--- src/rtl/ctrl_trace.sv ---
// ctrl_trace: samples control-unit signals each cycle into an 8-entry FWFT record FIFO;
// define TRACE_RLE_EN to compile in run-length compression of repeated samples.
module ctrl_trace (
    input  logic        clk,
    input  logic        reset,
    input  logic [5:0]  Opcode,
    input  logic        zero,
    input  logic        s_inc,
    input  logic        s_inm,
    input  logic        we,
    input  logic        wez,
    input  logic [2:0]  AluOp,
    input  logic        trace_en,
    output logic        rec_valid,
    output logic [17:0] rec_data,
    input  logic        rec_ready,
    output logic        overflow,
    output logic [3:0]  fifo_count
);
    logic [13:0] s_word;
    logic        push;
    logic [17:0] push_data;
    logic [17:0] mem [8];
    logic [2:0]  wr_ptr;
    logic [2:0]  rd_ptr;
    logic        pop;
    logic        wr;

    assign s_word = {Opcode, AluOp, wez, we, s_inm, s_inc, zero};

`ifdef TRACE_RLE_EN
    logic [3:0]  hold_cnt;
    logic [13:0] hold_word;
    logic        hold_busy;

    assign hold_busy = hold_cnt != 4'd0;
    assign push      = hold_busy && (!trace_en || s_word != hold_word || hold_cnt == 4'd15);
    assign push_data = {hold_cnt, hold_word};

    // Extend the current run, or close it and start a new one; trace_en low flushes the run
    always_ff @(posedge clk or posedge reset) begin
        if (reset) begin
            hold_cnt  <= 4'd0;
            hold_word <= 14'd0;
        end else if (trace_en) begin
            if (push || !hold_busy) begin
                hold_word <= s_word;
                hold_cnt  <= 4'd1;
            end else begin
                hold_cnt  <= hold_cnt + 4'd1;
            end
        end else begin
            hold_cnt <= 4'd0;
        end
    end
`else
    assign push      = trace_en;
    assign push_data = {4'd1, s_word};
`endif

    assign rec_valid = fifo_count != 4'd0;
    assign rec_data  = rec_valid ? mem[rd_ptr] : 18'd0;
    assign pop       = rec_valid && rec_ready;
    assign wr        = push && (fifo_count != 4'd8 || pop);

    // Record storage; a full FIFO may still accept a write when the head leaves on the same edge
    always_ff @(posedge clk) begin
        if (wr)
            mem[wr_ptr] <= push_data;
    end

    // Pointers, occupancy and the sticky drop flag
    always_ff @(posedge clk or posedge reset) begin
        if (reset) begin
            wr_ptr     <= 3'd0;
            rd_ptr     <= 3'd0;
            fifo_count <= 4'd0;
            overflow   <= 1'b0;
        end else begin
            if (wr)
                wr_ptr <= wr_ptr + 3'd1;
            if (pop)
                rd_ptr <= rd_ptr + 3'd1;
            fifo_count <= fifo_count + 4'(wr) - 4'(pop);
            overflow   <= overflow | (push && !wr);
        end
    end
endmodule

--- config.mk ---
export PLATFORM = sky130hd
export DESIGN_NAME = ctrl_trace
export DESIGN_NICKNAME = d
export VERILOG_FILES = /design/src/rtl/ctrl_trace.sv
export SDC_FILE = /design/constraint.sdc
export NUM_CORES = 1
export LEC_CHECK = 0
export CAP_MARGIN = 20
export CORE_ASPECT_RATIO = 2
export CORE_MARGIN = 2
export CORE_UTILIZATION = 46
export CTS_CLUSTER_DIAMETER = 100
export DETAILED_ROUTE_END_ITERATION = 10
export GPL_TIMING_DRIVEN = 1
export PLACE_DENSITY = 0.72
export RECOVER_POWER = 50
export SLEW_MARGIN = 40
export SYNTH_ARGS = -nofsm -noshare
export SYNTH_HDL_FRONTEND = slang
export SYNTH_SLANG_ARGS = --single-unit
--- constraint.sdc ---
create_clock -name clk -period 3.15 [get_ports clk]
set_input_delay 0.7875 -clock clk [delete_from_list [all_inputs] [get_ports clk]]
set_output_delay 0.7875 -clock clk [all_outputs]
set_load 0.03 [all_outputs]
==> metrics.md, run 1 <==
| Metric | Value |
|---|---|
| I/O pin count | `42` |
| Post-DRT Antenna Nets | `0` |
| Crit Path Class | `reg -> out` |
| Start point of the worst min-delay path | `overflow` |
| Number of enable flip-flop cells after synthesis | `112` |
| Die H | `150 microns` |
| Post-Synth Simple-Gate Area | `2.38%` |
| Core box area | `10400 sq um` |
| Yosys cell types | `36` |
| Post-route minimum period | `3.01 ns` |
| Compound-Gate Fraction of Synth Area | `3.81%` |
| Post-CTS Setup Bufs | `0` |
| PD cells | `1060 nW/um^2` |
| Final WL | `8870 microns` |
| Wire per inst | `20.3 microns` |
| Largest family of logic cells by synthesized area | `multiplexers` |
| Global-route usage over all layers | `17.1%` |
| Setup TNS | `0 ns` |
| Synthesized area | `4900 sq um` |
| Worst-path fanout max | `14` |
| Slew HR | `59.1%` |
| CTS tree | `yes` |
| Crit start category | `flop` |
| Die area | `11500 sq um` |
| Worst hold path class | `reg -> reg` |
| Worst Path Arrival | `2.22 ns` |
| Warnings, synthesis | `0` |
| Layout Skew | `0.00449 ns` |
| Unrepaired setup endpoints after global routing | `no` |
| Register area share after synthesis | `74.3%` |
| Initial DRC Count | `163` |
| Syn avg cell area | `21.5 sq um` |
| Fillers | `763` |
| Bufs on Longest Clock Path | `2` |
| Mux share of post-synthesis cell area | `13.8%` |
| Footprint of the multi-input gates | `1170 sq um` |
| Area delta synth->final | `24.5%` |
| Ant. Diodes | `0` |
| Maxcap violations | `0` |
| Outcome | `finished, final reports clean` |
| Post-synthesis register bit count | `123` |
| Worst Hold End | `overflow` |
| RR Endpoint | `fifo_count[2]` |
| Post-DP HPWL | `5490 microns` |
| Area after DPL | `5560 sq um` |
| Site Rows | `53` |
| Clock latency on the worst-skew pair | `0.41 ns` |
| Final instance area | `6100 sq um` |
| Post-Synth Adder-Cell Area | `2.20%` |
| # DRC | `0` |
| Worst slew pin tran | `0.604 ns` |
| FF-to-FF path depth | `8` |
| Pre-Repair DR Iteration Count | `4` |
| GP Congestion | `0.780` |
| Sink Count | `123` |
| Final period utilization | `95.5%` |
| Fmax | `332 MHz` |
| Final setup viols | `0` |
| CTS root buf | `clkbuf_16` |
| Crit path capture type | `output port` |
| First-pass GRT wire length | `14000 microns` |
| CTS Buf Count | `17` |
| Number of global-route vias before repair | `2633` |
| Layout Nets | `314` |
| DR vias/cell | `5.39` |
| Starting Density | `47.0%` |
| Port bufs | `38` |
| Async SR Flop Fraction | `8.94%` |
| Pleak | `2.13 nW` |
| Max H-tree Level | `4` |
| FF+latch area | `3640 sq um` |
| DIE WIDTH | `77.0 microns` |
| Grt ovf | `0` |
| Cell count after synthesis | `228` |
| Largest net degree at the start of global routing | `31` |
| Final hold viol count | `0` |
| Hold path depth | `1` |
| Via count | `2359` |
| RR Startpoint | `fifo_count[2]` |
| Peak supply drop | `807 uV` |
| Worst EP required | `2.36 ns` |
| Reg2Reg Setup Slack | `0.82 ns` |
| Antenna violations before repair | `0` |
| Fin. max-slew vios | `0` |
| Post-Synth XOR/XNOR Area | `1.07%` |
| Post-cts sizing count | `0` |
| Layout cells sized above 1 | `29.9%` |
| Post-cts hold buffer count | `0` |
| Primary FF master, synth | `edfxtp_1` |
| Clock-pin slew on the worst setup and hold paths | `0.05 ns` |
-- cells in the final DEF, fill, tap and decap left out, types with 2 or more instances in the layout --
cell type	netlist	routed
dlygate4sd3_1	0	17
mux4_2	24	24
buf_12	1	9
clkdlybuf4s50_1	0	7
nor2_1	4	4
clkinvlp_4	0	4
a21oi_1	2	2
clkinv_2	0	6
inv_1	5	5
conb_1	1	3
clkbuf_1	1	3
xor2_1	3	3
clkbuf_16	0	17
a22o_1	14	14
mux4_1	4	4
nand2b_1	3	3
buf_4	4	17
dfrtp_1	11	10
nor3_2	0	3
xnor2_1	3	3
edfxtp_1	112	112
nand2_1	3	3
ha_1	7	7
-- worst max-delay path by stage --
stage / start / endpoint / slack [ns] / cells after the start
after CTS: fifo_count[2] / rec_data[5] / 0.1 / 6
after global placement: rec_ready / fifo_count[2] / 0.28 / 7
after floorplan: fifo_count[2] / mem[0][0] / 0.15 / 5
after global routing: fifo_count[2] / rec_data[5] / 0.04 / 6
final: fifo_count[2] / rec_data[5] / 0.14 / 6
after detailed placement: rec_ready / fifo_count[2] / 0.25 / 7
-- layout make-up --
cell class              count  share of cell area, %
well taps                 137                   2.81
repair buffers             51                   9.04
multi-input cells          90                   19.2
flip-flops and latches    123                   59.7
clock inverters            12                   1.62
inverters                   5                  0.308
clock buffers              20                   7.32
-- where the power goes --
| group | internal, W | total [W] | switching, W |
|---|---|---|---|
| sequential | 0.00209 | 0.00223 | 0.000137 |
| combinational | 0.00121 | 0.00252 | 0.00130 |
| clock | 0.00109 | 0.00175 | 0.000658 |
-- state kept, by name, summed over array words and instances (netlist names) --
| register | flops |
|---|---|
| mem | 112 |
| fifo_count | 4 |
| rd_ptr | 3 |
| wr_ptr | 3 |
| overflow | 1 |
-- logic make-up (layout without fill, tap and decap cells) --
group                    Yosys count  in the layout
adder cells (fa/ha/maj)            8              8
other                              1              3
flip-flops                       123            123
AND/OR/NAND/NOR                   21             21
multiplexers                      31             31
buffers and inverters             17             88
AO/OA/AOI/OAI                     21             21
XOR/XNOR                           6              6
-- layer usage --
metal	vias to the layer above	wire [microns]	part of all wire [%]	global-route usage (%)
met5	-	0	0	0
met4	0	198	2.2	7.41
met3	17	387	4.4	5.49
met2	63	5090	57	31.5
met1	1220	3190	36	17.7
li1	1059	-	-	-
-- critical path, cell delays in order (launching register included) --
cell and delay [ns]:
dfrtp_1 0.38, inv_1 0.11, ha_1 0.21, or3b_4 0.42, and2_4 0.25, a22o_1 0.28, buf_12 0.15
-- stage by stage --
step / util [%] / std cells / power [W] / hold slack, ns / setup slack (ns)
6_report: 58.6 / 438 / 0.00650 / 0.483 / 0.141
5_1_grt: 58.6 / 438 / 0.00679 / 0.500 / 0.0361
4_1_cts: 58.7 / 438 / 0.00660 / 0.478 / 0.0968
3_5_place_dp: 53.4 / 406 / 0.00484 / 0.461 / 0.248
3_3_place_gp: 53.4 / 406 / 0.00480 / 0.462 / 0.279
2_1_floorplan: - / 230 / 0.00381 / 0.467 / 0.147
-- cells in the mapped netlist (3+ instances only) --
cell type / count / area, sq um
a22o_1: 14 / 123
buf_2: 4 / 20.0
buf_4: 4 / 30.0
dfrtp_1: 11 / 275
edfxtp_1: 112 / 3360
ha_1: 7 / 87.6
inv_1: 5 / 18.8
mux4_1: 4 / 105
mux4_2: 24 / 541
nand2_1: 3 / 11.3
nand2b_1: 3 / 18.8
nor2_1: 4 / 15.0
nor3_1: 4 / 20.0
xnor2_1: 3 / 26.3
xor2_1: 3 / 26.3
Note: power is estimated with default switching activity, not from simulation.
==> run 2, diff against run 1 <==
Settings changed: DONT_BUFFER_PORTS set to 1, PLACE_DENSITY 0.72 to 0.67.
==> run 2 against run 1 <==
  * Cell count fell by 4.3%
  * Fmax decreased by 3.8%
  * Die area did not move
  * Hold slack lost 0.21 ns
  * Sequential power is 6% higher
  * Sequential cell count did not move
  * Global-route usage increased by 0.16 points
  * Clock power up 15%
  * Worst setup slack worse by 0.12 ns
  * Register-to-register slack lost 0.29 ns
==> metrics.md, run 2 (synthesis results as in run 1) <==
| Metric | Value |
|---|---|
| PD cells | `1100 nW/um^2` |
| Worst hold path class | `in -> async` |
| CP Cell Sequence | `inv_2 > ha_4 > or3b_4 > and2_4 > a22o_1 > buf_6` |
| CTS tree | `yes` |
| Site Rows | `53` |
| Crit-path leading delay family | `simple AND/OR/NAND/NOR gates` |
| Bufs on Longest Clock Path | `2` |
| GP Congestion | `0.731` |
| Max H-tree Level | `4` |
| Port bufs | `0` |
| Largest net degree at the start of global routing | `29` |
| Worst slew pin tran | `0.614 ns` |
| Footprint of the multi-input gates | `1210 sq um` |
| Fillers | `791` |
| Pre-CTS setup slack | `0.285 ns` |
| Post-DRT Antenna Nets | `0` |
| Global-route usage over all layers | `17.3%` |
| Largest regs | `mem: 112 flops, fifo_count: 4 flops` |
| Crit-path max cell delay | `0.51 ns` |
| Initial DRC Count | `171` |
| Final period utilization | `99.2%` |
| Layout Skew | `0.00515 ns` |
| DIE WIDTH | `77.0 microns` |
| Fin util | `57.0%` |
| Ant. Diodes | `0` |
| FF+latch area | `3640 sq um` |
| DR vias/cell | `5.48` |
| Pleak | `2.05 nW` |
| # DRC | `0` |
| Largest Register | `mem` |
| Clock latency on the worst-skew pair | `0.40 ns` |
| Fin Hold WS | `0.271 ns` |
| Fin. max-slew vios | `0` |
| Unrepaired setup endpoints after global routing | `yes` |
| CTS root buf | `clkbuf_16` |
| Largest register FFs | `112` |
| I/O pin count | `42` |
| Sink Count | `123` |
| Clock-pin slew on the worst setup and hold paths | `0.05 ns` |
| Maxcap violations | `0` |
| Crit path capture type | `output port` |
| Core box area | `10400 sq um` |
| CTS Buf Count | `17` |
| Area delta synth->final | `21.1%` |
| Peak supply drop | `843 uV` |
| Post-route minimum period | `3.13 ns` |
| Die H | `150 microns` |
| Commonest non-fill, non-tap cell in the layout | `edfxtp_1` |
| Setup TNS | `0 ns` |
| Final worst slack | `0.0236 ns` |
| Final setup viols | `0` |
| CP max stage cell | `or3b_4` |
| Layout cells sized above 1 | `37.2%` |
| First-pass GRT wire length | `14000 microns` |
| Die area | `11500 sq um` |
| Worst Path Arrival | `2.34 ns` |
| Worst EP required | `2.36 ns` |
| Post-DP HPWL | `5660 microns` |
| Buf/Inv on CP | `2` |
| Most frequent cells in the layout | `112 x edfxtp_1, 27 x buf_4, 24 x mux4_2` |
| Post-cts hold buffer count | `0` |
| Outcome | `finished, final reports clean` |
| Wire per inst | `21.5 microns` |
| Crit Path Class | `reg -> out` |
| Final hold viol count | `0` |
| Pre-Repair DR Iteration Count | `4` |
| Number of global-route vias before repair | `2547` |
| Fmax | `320 MHz` |
| Layout Nets | `295` |
| Slew HR | `58.4%` |
| Final WL | `9020 microns` |
| Starting Density | `47.0%` |
| Grt ovf | `0` |
| Via count | `2298` |
| Antenna violations before repair | `0` |
| Worst-path fanout max | `7` |
| Crit start category | `flop` |
==> run 2: cell count changes in the layout (fill, tap and decap cells not counted), moves of 4 or more <==
cell             change
dlygate4sd3_1       -17
buf_12               -7
clkinv_2             -4
clkdlybuf4s50_1      -7
buf_4               +10
==> run 2: final timing paths <==
kind                            slack [ns]  cells after the start           from             to
max in group asynchronous             2.54                      1          reset      rd_ptr[0]
worst max-delay path                  0.02                      6  fifo_count[2]    rec_data[5]
worst max register to register        0.53                     10  fifo_count[2]  fifo_count[2]
min in group clk                      0.48                      0      Opcode[5]     mem[6][13]
worst min register to register        0.57                      1      rd_ptr[1]      rd_ptr[1]
worst min-delay path                  0.27                      1          reset      wr_ptr[0]
==> run 2: layout make-up <==
| type | count | area share (%) |
|---|---|---|
| clock buffer | 17 | 7.17 |
| inverter | 5 | 0.316 |
| tap | 137 | 2.89 |
| clock inverter | 15 | 3.37 |
| sequential | 123 | 61.4 |
| multi-input combinational | 91 | 20.4 |
| timing repair buffer | 31 | 4.47 |
==> run 2: metal layers <==
layer	global-route usage, %	up-vias	part of all wire, %
met5	0	-	0
met1	16.8	1208	34
met2	32.6	61	60
li1	-	1024	-
met3	5.97	5	5.6
met4	7.23	0	0.84
==> run 2: worst register-to-register path, delay by kind of cell (launching register included) <==
kind | cells | cell delay (ns)
fa+ha+maj | 3 | 0.83
flops | 1 | 0.48
compound gates | 1 | 0.48
buf+inv | 4 | 0.41
xor+xnor | 1 | 0.17
mux | 1 | 0.15
==> run 2: repair_timing <==
action / CTS / global route
buffers inserted: 1 / 2
cloned: 1 / 0
pin swaps: 2 / 3
gates resized for setup: 8 / 3
endpoints found under the setup margin: 14 / 9
==> run 2: through the flow <==
step	cells	power, W	cell area, sq um
4_1_cts	417	0.00654	5900
3_3_place_gp	383	0.00442	5240
2_1_floorplan	230	0.00381	4910
5_1_grt	419	0.00679	5930
6_report	419	0.00651	5930
3_5_place_dp	383	0.00447	5240
==> run 2: where the power goes <==
part,switching [W],internal (W),total (W)
Sequential,0.000271,0.00210,0.00237
Clock,0.000690,0.00132,0.00201
Combinational,0.00113,0.00101,0.00214
